`config.mk`:
```
export PLATFORM = sky130hd
export DESIGN_NAME = lui_control
export DESIGN_NICKNAME = d
export VERILOG_FILES = /design/src/rtl/mips_pkg.sv /design/src/rtl/lui_control_select.sv /design/src/rtl/lui_control.sv
export SDC_FILE = /design/constraint.sdc
export NUM_CORES = 1
export LEC_CHECK = 0
export ABC_AREA = 1
export BUFFER_PORTS_ARGS = -buffer_cell sky130_fd_sc_hd__buf_2
export CORE_UTILIZATION = 38
export CTS_BUF_LIST = sky130_fd_sc_hd__clkbuf_16
export DETAILED_ROUTE_END_ITERATION = 8
export PLACE_DENSITY = 0.75
export SLEW_MARGIN = 25
export SYNTH_ARGS = -nofsm -noshare
export SYNTH_HDL_FRONTEND = slang
export SYNTH_SLANG_ARGS = --single-unit
```
`constraint.sdc`:
```
create_clock -name clk -period 0.8 [get_ports clk]
set_clock_uncertainty 0.05 [all_clocks]
set_input_delay 0.16 -clock clk [delete_from_list [all_inputs] [get_ports clk]]
set_output_delay 0.16 -clock clk [all_outputs]
set_load 0.02 [all_outputs]
```
`src/rtl/mips_pkg.sv`:
```
// Shared MIPS datapath widths and types for the write-back path.
package mips_pkg;
   localparam int DATA_W    = 32;
   localparam int IMM_W     = 16;
   localparam int LUI_SHAMT = IMM_W;

   typedef logic [DATA_W-1:0] word_t;
   typedef logic [IMM_W-1:0]  imm_t;
endpackage

```
`src/rtl/lui_control_select.sv`:
```
// Combinational write-back source mux: LUI result {immediate, 0} or memoryData.
module lui_select #(
   parameter int DATA_W = mips_pkg::DATA_W,
   parameter int IMM_W  = mips_pkg::IMM_W
) (
   input  logic [IMM_W-1:0]  immediate,
   input  logic [DATA_W-1:0] memoryData,
   input  logic              luiSignal,
   output logic [DATA_W-1:0] sel
);
   // Zero-filled low half; LUI never sign-extends.
   assign sel = luiSignal ? {immediate, {IMM_W{1'b0}}} : memoryData;
endmodule

```
`src/rtl/lui_control.sv`:
```
// Write-back data select with an optional output register and valid tracking.
module lui_control
   import mips_pkg::*;
#(
   parameter int DATA_W       = mips_pkg::DATA_W,
   parameter int IMM_W        = mips_pkg::IMM_W,
   parameter int REGISTER_OUT = 1
) (
   input  logic              clk,
   input  logic              rst_n,
   output logic [DATA_W-1:0] out,
   input  logic [IMM_W-1:0]  immediate,
   input  logic              luiSignal,
   input  logic [DATA_W-1:0] memoryData,
   input  logic              inValid,
   output logic              outValid
);
   logic [DATA_W-1:0] sel;

   if (DATA_W != 2*IMM_W) begin : g_bad_width
      $error("lui_control: DATA_W (%0d) must equal 2*IMM_W (%0d)", DATA_W, 2*IMM_W);
   end

   lui_select #(.DATA_W(DATA_W), .IMM_W(IMM_W)) u_sel (
      .immediate (immediate),
      .memoryData(memoryData),
      .luiSignal (luiSignal),
      .sel       (sel)
   );

   if (REGISTER_OUT != 0) begin : g_reg
      logic [DATA_W-1:0] out_q;
      logic              vld_q;

      // Idle cycles keep the last result; only the valid flag drops.
      always_ff @(posedge clk) begin
         if (!rst_n) begin
            out_q <= '0;
            vld_q <= 1'b0;
         end else begin
            vld_q <= inValid;
            if (inValid) out_q <= sel;
         end
      end

      assign out      = out_q;
      assign outValid = vld_q;
   end else begin : g_comb
      assign out      = sel;
      assign outValid = inValid;
   end

   a_lui_known: assert property (@(posedge clk) disable iff (!rst_n)
      inValid |-> !$isunknown(luiSignal))
      else $error("lui_control: luiSignal unknown while inValid");
endmodule

```
==> reports/results.txt <==
Run status: finished, violations left
Failing checks: setup timing
Die H: 62.97 um
CTS H-tree lvls: 2
First-pass detailed-route iteration total: 4
Dpl ws: -0.1201 ns
Maximum number of pins on one net before global-route repair: 39
Sequential share of the synthesized area: 46.77%
CTS tree: built
Antenna-violating nets left: 0
Data required time at the worst endpoint: 0.59 ns
Leading post-synthesis cells by instance count: sky130_fd_sc_hd__nand2_1 (49), sky130_fd_sc_hd__nor2_1 (48), sky130_fd_sc_hd__dfxtp_1 (33), sky130_fd_sc_hd__inv_1 (19)
Num ports: 85
Buffering stage count on the worst path with inverters included: 1
Register-to-Register Setup Slack: 0.06 ns
Cell types with the largest area share after synthesis: sky130_fd_sc_hd__dfxtp_1 (47%), sky130_fd_sc_hd__nand2_1 (13%), sky130_fd_sc_hd__nor2_1 (13%)
GP Congestion: 0.7595
Fmax: 1064 MHz
Hold EP: out[14]
Hold-fix buffers at CTS: 0
Synthesized Nets: 263
Starting density of the core: 41.04%
Xor-xnor portion of the synthesized cell area: 0%
GRT Util Overall: 19.17%
Port bufs: 84
Comb power frac: 18.6%
Total net switching power: 1.067 mW
Capturing point of the worst reg2reg path: out[12]
Num CTS Buffers: 5
Startpoint of the lowest-slack hold path: memoryData[14]
Post-layout worst setup margin: -0.1401 ns
Share of synthesized cell area in and, or, nand and nor gates: 31.44%
Share of final-layout standard cells stronger than drive strength 1: 45.39%
Routed WL per cell: 10.26 um
Final period utilization: 117.5%
Relative contribution of the clock network to total power: 39.7%
Critical-path cell with the highest stage delay: sky130_fd_sc_hd__dfxtp_2
Final Util: 68.88%
Die Outline Area: 3965 sq um
Gr ovfl total: 0
Via count of the routed design: 1,594
Clock tree root buffer cell: sky130_fd_sc_hd__clkbuf_16
Fillers: 319
Cell family with the largest share of critical-path delay: flip-flops
Cell with the most instances after synthesis: sky130_fd_sc_hd__nand2_1
Leakage power total: 1.208 nW
CTS max path bufs: 2
Number of different library cells in the post-synthesis netlist: 10
Max_cap viols: 0
Total half-perimeter wirelength after legalization and detailed placement: 2420 um
Final routed wirelength across all metal layers: 3591 um
Synth Cell Area: 1413 sq um
Post-layout nets: 355
Via count of the first global-routing pass: 1,429
Number of synthesis warnings: 0
Average footprint of a synthesized cell: 6.695 sq um
Worst min-delay path class: in2reg
Clock network latency to the later pin of the worst-skew pair: 0.27 ns
Area growth from synthesis to layout: 67.85%
Vias per inst: 4.554
Area share of the largest cell type after synthesis: 46.77%
FF-to-FF path depth: 3
Number of endpoints with negative hold slack in the final report: 0
Slowest Stage Delay on Critical Path: 0.34 ns
First-pass GRT wire length: 6003 um
Post-Layout Inst Area: 2371 sq um
Antenna violations before repair: 0
Largest family of logic cells by synthesized area: simple AND/OR/NAND/NOR gates
Worst Path Class, Setup: reg2out
Data arrival time at the worst-slack endpoint: 0.73 ns
Post-synthesis sequential element count: 33
Core Box Area: 3442 sq um
P per Cell Area: 1839 nW/um^2
Initial drt markers: 57
Largest vdd supply drop: 1.572 mV
Placed Instance Area: 1941 sq um
Shortest period the worst path allows: 0.9401 ns
Proportion of synthesized area in mux cells: 0%
CTS sink count: 33
Cell depth of the worst hold path: 3
Compound-gate portion of the synthesized area: 11.34%
Cell type contributing the most total cell area after synthesis: sky130_fd_sc_hd__dfxtp_1
Setup repair after global routing missed its margin: yes
Synth Area in Adders: 0%
Worst-path clk slew: 0.05 ns
Reg-to-Reg Start: out[12]
Part of the power in registers: 41.7%
Number of enable-type register cells in the synthesized netlist: 0
Antenna cell count: 0
Slew at the pin closest to its max-slew limit: 0.2766 ns
Startpoint type of the worst setup path: register
Setup Total Neg Slack: -3.971 ns
CP Capture Type: output pin
Dominant register cell in the synthesized netlist: sky130_fd_sc_hd__dfxtp_1
Internal power: 3.294 mW
Overall power consumption: 4.361 mW
Die extent in x: 62.97 um
Switching share of total power: 24.47%
Cells traversed along the worst timing path: buf_6
Headroom to the max-slew limit: 81.53%
Remaining DRCs: 0
Final setup violating endpoints: 33
Critical path peak fanout: 2
Proportion of register bits with asynchronous set or reset after synthesis: 0%
Final count of pins violating max slew: 0
Mapped Cells: 211
Site row count: 21
[per-layer routing]
| layer | vias up | part of all wire (%) | global-route usage (%) |
|---|---|---|---|
| li1 | 836 | - | - |
| met1 | 699 | 44 | 22.01 |
| met2 | 52 | 48 | 32.26 |
| met3 | 7 | 6.3 | 7.482 |
| met4 | 0 | 1.2 | 6.105 |
| met5 | - | 0 | 0 |
[metrics by stage]
step	std cells	hold WS (ns)
2_1_floorplan	211	0.2518
3_3_place_gp	336	0.3803
3_5_place_dp	336	0.3866
4_1_cts	344	0.09170
5_1_grt	350	0.09956
6_report	350	0.09926
[how the worst max path moves through the flow]
stage / start / to / slack, ns / cells after the start
after global placement: inValid / out[17] / -0.06 / 5
final: out[1] / out[1] / -0.14 / 1
after global routing: out[1] / out[1] / -0.16 / 1
after floorplan: luiSignal / out[25] / -0.02 / 6
after CTS: out[12] / out[12] / -0.14 / 1
after detailed placement: luiSignal / out[12] / -0.12 / 4
[worst register-to-register path, stage by stage (launching register included)]
cell	delay (ns)
sky130_fd_sc_hd__dfxtp_2	0.33
sky130_fd_sc_hd__buf_4	0.10
sky130_fd_sc_hd__nand2_1	0.04
sky130_fd_sc_hd__a21oi_1	0.14
[registers in the layout, indices dropped and copies added, names as in the netlist]
signal,count
outValid,1
out,32
[power by group through the flow]
stage / clock network (mW) / logic [mW] / registers, mW
finish: 1.73 / 0.811 / 1.82
global route: 1.88 / 0.891 / 1.83
CTS: 1.78 / 0.797 / 1.82
detailed placement: 0 / 0.691 / 1.81
global placement: 0 / 0.683 / 1.81
floorplan: 0 / 0.276 / 1.92
[logic make-up after synthesis]
logic type      count (synthesis)
buf+inv                        33
flops                          33
simple gates                  113
compound gates                 32
[final cells by class]
type | instances | area [sq um] | area share [%]
clock buffer | 5 | 125.1 | 5.277
clock inverter | 3 | 12.51 | 0.5277
inverter | 20 | 75.07 | 3.166
multi-input combinational | 145 | 604.3 | 25.49
sequential | 33 | 701.9 | 29.60
tap | 46 | 57.56 | 2.427
timing repair buffer | 98 | 794.5 | 33.51
[cells in the final DEF, fill, tap and decap left out]
master,n
sky130_fd_sc_hd__inv_1,19
sky130_fd_sc_hd__dfxtp_2,33
sky130_fd_sc_hd__clkinv_1,2
sky130_fd_sc_hd__nor2_1,48
sky130_fd_sc_hd__nand3_1,16
sky130_fd_sc_hd__a21oi_1,16
sky130_fd_sc_hd__buf_6,33
sky130_fd_sc_hd__inv_2,1
sky130_fd_sc_hd__o21ai_0,16
sky130_fd_sc_hd__buf_4,9
sky130_fd_sc_hd__clkinv_2,1
sky130_fd_sc_hd__buf_2,51
sky130_fd_sc_hd__clkbuf_16,5
sky130_fd_sc_hd__buf_12,5
sky130_fd_sc_hd__nand2_1,49
[timing repair]
| action | CTS | global route |
|---|---|---|
| pin swaps | 0 | 0 |
| buffers inserted | 0 | 6 |
| endpoints found under the hold margin | 0 | 0 |
| gates resized for setup | 99 | 0 |
| setup endpoints to repair | 33 | 33 |
Power figures use the tool's default switching activity.
